## src/rtl/fetch_unit.sv

```systemverilog
// Instruction fetch unit: keeps the PC, issues one request at a time to
// instruction memory and holds the returned word in a one-entry decode buffer.
// A branch redirect flushes the buffer. If a granted request is still in
// flight when the redirect arrives, its response is tracked and discarded.
module fetch_unit #(
  parameter logic [31:0] RESET_PC = 32'h0000_0000
) (
  input  logic        clk_i,
  input  logic        rstn_i,
  input  logic        take_branch_i,
  input  logic [31:0] branch_target_i,
  output logic        imem_req_o,
  output logic [31:0] imem_addr_o,
  input  logic        imem_gnt_i,
  input  logic        imem_rvalid_i,
  input  logic [31:0] imem_rdata_i,
  output logic        instr_valid_o,
  output logic [31:0] instr_o,
  output logic [31:0] instr_pc_o,
  input  logic        instr_ready_i
);

  typedef enum logic [1:0] {
    ST_REQ  = 2'd0,  // free to issue a request
    ST_WAIT = 2'd1,  // one granted request outstanding, response wanted
    ST_DROP = 2'd2   // one granted request outstanding, response stale
  } state_e;

  state_e      state_q, state_d;
  logic [31:0] pc_q, pc_d;
  logic [31:0] req_addr_q, req_addr_d;  // address of the outstanding request
  logic        valid_q, valid_d;
  logic [31:0] instr_q, instr_d;
  logic [31:0] instr_pc_q, instr_pc_d;

  logic        transfer;
  logic        granted;
  logic        fill;
  logic [31:0] branch_pc;

  assign transfer  = valid_q & instr_ready_i;
  assign granted   = imem_req_o & imem_gnt_i;
  // A response only lands in the buffer if it is wanted and not overtaken by a redirect.
  assign fill      = (state_q == ST_WAIT) & imem_rvalid_i & ~take_branch_i;
  // Masking keeps the full target in use while forcing word alignment.
  assign branch_pc = branch_target_i & 32'hFFFF_FFFC;

  // FSM state register.
  always_ff @(posedge clk_i) begin
    // NOTE: sequential state uses non-blocking assignments so every register
    // samples pre-edge values, no matter in which order the blocks execute.
    if (!rstn_i) state_q <= ST_REQ;
    else         state_q <= state_d;
  end

  // FSM next-state logic; a redirect decides whether the in-flight response is stale.
  always_comb begin
    // NOTE: default first so that every path assigns state_d and no latch is inferred.
    state_d = state_q;
    unique case (state_q)
      ST_REQ: begin
        if (granted) state_d = take_branch_i ? ST_DROP : ST_WAIT;
      end
      ST_WAIT: begin
        if (imem_rvalid_i)      state_d = ST_REQ;
        else if (take_branch_i) state_d = ST_DROP;
      end
      ST_DROP: begin
        if (imem_rvalid_i) state_d = ST_REQ;
      end
      default: state_d = ST_REQ;
    endcase
  end

  // FSM outputs: request while the buffer is empty or being emptied, never during reset.
  always_comb begin
    imem_req_o  = rstn_i & (state_q == ST_REQ) & (~valid_q | instr_ready_i);
    imem_addr_o = pc_q;
  end

  // Next values for the PC, the outstanding address and the decode buffer.
  // A redirect has priority over increment, fill and transfer.
  always_comb begin
    pc_d       = pc_q;
    req_addr_d = req_addr_q;
    valid_d    = valid_q;
    instr_d    = instr_q;
    instr_pc_d = instr_pc_q;

    if (take_branch_i)  pc_d = branch_pc;
    else if (granted)   pc_d = pc_q + 32'd4;

    if (granted) req_addr_d = pc_q;

    if (take_branch_i) begin
      valid_d = 1'b0;
    end else if (fill) begin
      valid_d    = 1'b1;
      instr_d    = imem_rdata_i;
      instr_pc_d = req_addr_q;
    end else if (transfer) begin
      valid_d = 1'b0;
    end
  end

  // Datapath registers with synchronous reset.
  always_ff @(posedge clk_i) begin
    if (!rstn_i) begin
      pc_q       <= RESET_PC;
      req_addr_q <= 32'd0;
      valid_q    <= 1'b0;
      instr_q    <= 32'd0;
      instr_pc_q <= 32'd0;
    end else begin
      pc_q       <= pc_d;
      req_addr_q <= req_addr_d;
      valid_q    <= valid_d;
      instr_q    <= instr_d;
      instr_pc_q <= instr_pc_d;
    end
  end

  assign instr_valid_o = valid_q;
  assign instr_o       = instr_q;
  assign instr_pc_o    = instr_pc_q;

endmodule

```

## config.mk

```make
export PLATFORM = sky130hd
export DESIGN_NAME = fetch_unit
export DESIGN_NICKNAME = d
export VERILOG_FILES = /design/src/rtl/fetch_unit.sv
export SDC_FILE = /design/constraint.sdc
export NUM_CORES = 1
export LEC_CHECK = 0
export BUFFER_PORTS_ARGS = -buffer_cell sky130_fd_sc_hd__buf_2
export CAP_MARGIN = 10
export CORE_MARGIN = 2
export CORE_UTILIZATION = 55
export DETAILED_ROUTE_END_ITERATION = 10
export GPL_ROUTABILITY_DRIVEN = 0
export PLACE_DENSITY = 0.93
export SYNTH_ARGS = -nofsm -noshare
export SYNTH_HDL_FRONTEND = slang
export SYNTH_SLANG_ARGS = --single-unit
```

## constraint.sdc

```tcl
create_clock -name clk_i -period 2.8 [get_ports clk_i]
set_input_delay 0.56 -clock clk_i [delete_from_list [all_inputs] [get_ports clk_i]]
set_output_delay 0.56 -clock clk_i [all_outputs]
set_load 0.01 [all_outputs]
```

-- Yosys cells after proc, flatten, opt, wreduce, memory -nomap -nowiden
Cells that the tools add are included.
- register bits after elaboration: 131
- bits of input ports: 70
- reduce and logical (&&, ||, !) cells: 6
- add/subtract/negate cells: 1
- multiplexer cells: 10
- bitwise logic cells: 10
- eq/ne operators: 5
- operators by type and width (kind ; number):
    32-bit 2-to-1 mux ; 2
    32-bit by 3-bit adder with 32-bit output, second input constant ; 1
    2-bit 2-to-1 mux ; 5
    1-bit AND ; 6
    2-bit case mux with 3 select lines ; 1
    2-bit != test, second input constant ; 2
    2-bit nonzero test ; 2
    3-bit != test, second input constant ; 1
    1-bit inverter ; 3
    3-bit AND reduction ; 1
    2-bit by 1-bit equality test with 1-bit output, second input constant ; 1
    2-bit equality test, second input constant ; 1
    2-bit zero test ; 1
    1-bit 2-to-1 mux ; 2
    2-bit AND reduction ; 1
    2-bit OR reduction ; 1
    1-bit OR ; 1

-- Longest topological paths before layout
- word-level depth: 6
- gate-level depth with buffers: 7

-- Least setup slack after synthesis
No wires, ideal clock.
- path kind: in2out
- start: input rstn_i
- end: output imem_req_o
- data required time: 2.240 ns
- arrival: 1.506 ns
- path buffers: 3
- stages on the path: 4
- setup slack: 0.734 ns
- path through: clkbuf_1 -> clkbuf_1 -> clkbuf_1 -> and3_1
- longest elaborated chain between the ends: 2
- ends and longest elaborated chain (element ; line ; source):
    start: declaration ; 9 ; input logic rstn_i,
    1-bit AND (2 in series) ; 77 ; imem_req_o = rstn_i & (state_q == ST_REQ) & (~valid_q | instr_ready_i);
    end: declaration ; 12 ; output logic imem_req_o,
No other way between the ends.

-- Worst setup path in the final report
- start: register state_q[1]
- end: output imem_req_o
- longest elaborated chain between the ends: 3
- ends and longest elaborated chain (element ; line ; source):
    start: declaration ; 29 ; state_e state_q, state_d;
    start signal: assignment ; 53 ; else state_q <= state_d;
    2-bit zero test ; 77 ;
    1-bit AND (2 in series) ; 77 ;
No other way between the ends.

==> metrics.md <==
| Metric | Value |
|---|---|
| Die area | 10300 sq um |
| Worst Clk Skew | about 0.009 ns |
| VDD IR max | 0.467 mV |
| Clock slew at reported path FFs | 0.06 ns |
| Worst Setup End Kind | output port |
| Grt ovf | 0 |
| Row cnt | 35 |
| Post-synth ARST share | 0% |
| Port-buffer cells | between 150 and 200 |
| Final setup fails | 0 |
| TritonRoute pass-1 iters | 6 |
| Fillcell total | approximately 680 |
| Routed Antenna Nets | 0 |
| Antenna fix cells | 0 |
| Drt drc | 0 |
| Hold path start | imem_rdata_i[20] |
| H-tree level count | 4 |
| Placed instance count | just under 900 |
| P_sw | between 1 and 1.5 mW |
| Synth Cell Area | 5220 sq um |
| Die Width | just over 100 um |
| Global routing usage on met1 | roughly 29% |
| Fmax | 0.470 GHz |
| RSZ-0062 raised after global routing | no |
| Worst Path Max Fanout | 7 |
| Status | finished clean |
| Setup TNS | 0 ns |
| Clk root buf | clkbuf_8 |
| Register cell area after layout | roughly 2500 sq um |
| Antenna violations before repair | 0 |
| Worst R2R Setup Slack | about 0.78 ns |
| Met3 usage | 6.69% |
| Max-slew headroom | 64.0% |
| Total Routing Usage GR | a little over a quarter |
| Max-Cap Viols | 0 |
| Delay-heaviest family, CP | simple AND/OR/NAND/NOR gates |
| Post-DP HPWL | approximately 9400 um |
| Routed length per instance | ~15 um |
| Area occupied by multi-input gates | 2540 sq um |
| Startpoint types | flop |
| Clock latency on the worst-skew pair | ~0.5 ns |
| Most frequent cell after synthesis | nand2_1 |
| Minimum clock period | between 2 and 2.5 ns |
| Reg2Reg Depth | 5 |
| Hold Path Class | input port to flop |
| Mean Syn Cell Area | between 8 and 9 sq um |
| Biggest area consumer among synthesized cells | dfxtp_1 |
| Worst path required time | around 2.2 ns |
| Total wire length | between 10000 and 15000 um |
| Pins Over Slew Limit | 0 |
| Gr busiest metal | met2 |
| Die H | 101 um |
| Worst path bufs/invs | 1 |
| Crit Path Class | flop to output port |
| Synthesis warning total | 0 |
| Seq pwr share | 44.6% |
| Worst r2r src | imem_addr_o[7] |
| Combinational group share of total power | around 7.5% |
| Number of synthesized register bits | around 130 |
| Inserted Clock Buffers | 17 |
| Pin count of the biggest net entering global routing | slightly below 60 |
| Share of layout cells above drive strength 1 | 26.9% |
| Max stage delay on crit path | 0.36 ns |
| Final Power | about 4.3 mW |
| Post-cts gate resize count | 0 |
| CP Cell Sequence | nor2_1, and3_1, buf_2 |
| Seq/Total Area, Yosys | roughly 48% |
| Post-CTS Setup Inserts | 0 |
| Placeable Area | around 9200 sq um |
| Mapped Cells | about 630 |
| Fin cells | around 900 |
| Vias | 4858 |
| Grt met2 use | 46.3% |
| Post-CTS Hold Fix Bufs | 0 |
| Reg-to-Reg End | imem_addr_o[27] |
| Via density | roughly 5.3 |
| Clock sinks | between 100 and 150 |
| Internal | roughly 3.2 mW |
| Worst path depth | 3 |
| Cell variety after synth | 37 |
| Nets | 845 |
| Most used DFF post-synth | dfxtp_1 |
| Vias in the first global route | 4692 |
| CTS tree | built |
| WHS Path Cells | 3 |
| Hold path endpoint | instr_o[20] |
| I/O pin count | ~170 |
| Critical path's slowest cell | nor2_1 |
| Max clock buf depth | 2 |
| Initial drt markers | around 270 |
| WP data arrival | 1.57 ns |
| Synth area leaders | dfxtp_1, nand2_1, a21boi_0 |
| First-pass GRT wire length | approximately 21000 um |
| Most common library cells after synthesis | nand2_1, dfxtp_1, a21boi_0 |
| Crit share post-route | between 70 and 80% |
| Clock power share | 47.9% |
| Number of synthesized flops with an enable pin | 0 |
| Sw Ratio | 25.2% |
| Measured slew at the worst slew-check pin | about 0.54 ns |
| Final Hold Viols | 0 |
| P_leak | ~2.7 nW |
| Share of the synthesized area in the top cell type | approximately 48% |
| Initial core utilization | a little under three fifths |
| Pwr Density | 640 nW/um^2 |
| Layout area overhead | 27.7% |
## per-layer routing
metal	routed length, um	up-vias
met5	0	-
met4	378	0
met3	942	44
met2	6670	196
met1	5410	2228
li1	-	2390
## power groups by stage
stage | clock network, mW | logic [mW] | registers (mW)
6_report | 2.05 | 0.318 | 1.91
5_1_grt | 2.15 | 0.351 | 1.91
4_1_cts | 2.07 | 0.317 | 1.90
3_5_place_dp | 0 | 0.314 | 1.94
3_3_place_gp | 0 | 0.304 | 1.94
2_1_floorplan | 0 | 0.173 | 1.94
## cells in the final DEF (no fill, tap or decap), types with 3 or more instances in the layout
| cell type | n |
|---|---|
| inv_6 | 5 |
| and4_1 | 3 |
| conb_1 | 4 |
| nand2_1 | 201 |
| xnor2_1 | 14 |
| a21oi_1 | 21 |
| o21ai_0 | 30 |
| nand4_1 | 10 |
| nand3_1 | 17 |
| clkbuf_16 | 16 |
| nor2_1 | 6 |
| buf_4 | 10 |
| and2_1 | 6 |
| nor4_1 | 3 |
| clkinvlp_4 | 5 |
| and3_1 | 5 |
| dfxtp_1 | 125 |
| a21boi_0 | 92 |
| o2bb2ai_1 | 3 |
| xor2_1 | 14 |
| nor3_1 | 7 |
| buf_2 | 160 |
## registers in the layout, indices dropped and copies added (netlist names)
signal,cells
imem_addr_o,30
instr_o,32
instr_pc_o,30
instr_valid_o,1
req_addr_q,30
state_q,2
## cells by family (layout without fill, tap and decap cells)
| group | count (synthesis) | in the layout | synth area share [%] |
|---|---|---|---|
| AO/OA/AOI/OAI | 150 | 150 | 19.2 |
| buffers and inverters | 51 | 206 | 3.95 |
| multiplexers | 1 | 1 | 0.192 |
| other | 1 | 4 | 0.0718 |
| XOR/XNOR | 28 | 28 | 4.69 |
| adder cells (fa/ha/maj) | 1 | 1 | 0.239 |
| AND/OR/NAND/NOR | 272 | 272 | 23.8 |
| flip-flops | 125 | 125 | 47.9 |
## stage by stage
stage / area (sq um) / setup WS [ns] / hold WS, ns / utilization [%]
2_1_floorplan: 5240 / 0.734 / 0.441 / -
3_3_place_gp: 6110 / 0.731 / 0.446 / 66.1
3_5_place_dp: 6110 / 0.641 / 0.453 / 66.1
4_1_cts: 6670 / 0.722 / 0.283 / 72.2
5_1_grt: 6670 / 0.634 / 0.298 / 72.2
6_report: 6670 / 0.673 / 0.294 / 72.2
## worst reg2reg max path: cells and delay by family (launching register included)
family,cells,cell delay (ns)
AND/OR/NAND/NOR,3,1.11
flip-flops,1,0.53
XOR/XNOR,1,0.18
AO/OA/AOI/OAI,1,0.09
## final cells by class
type	count	share of cell area, %
multi-input cells	456	38.0
flip-flops and latches	125	37.5
repair buffers	171	13.4
clock buffers	19	6.47
well taps	129	2.42
clock inverters	13	1.97
inverters	3	0.169
## how the worst max path moves through the flow
stage	slack, ns	endpoint	from
after floorplan	0.73	imem_req_o	rstn_i
after global routing	0.63	imem_req_o	state_q[1]
after CTS	0.72	imem_req_o	state_q[1]
final	0.67	imem_req_o	state_q[1]
after detailed placement	0.64	instr_pc_o[5]	take_branch_i
after global placement	0.73	imem_addr_o[25]	instr_ready_i
(Power assumes the default switching activity.)
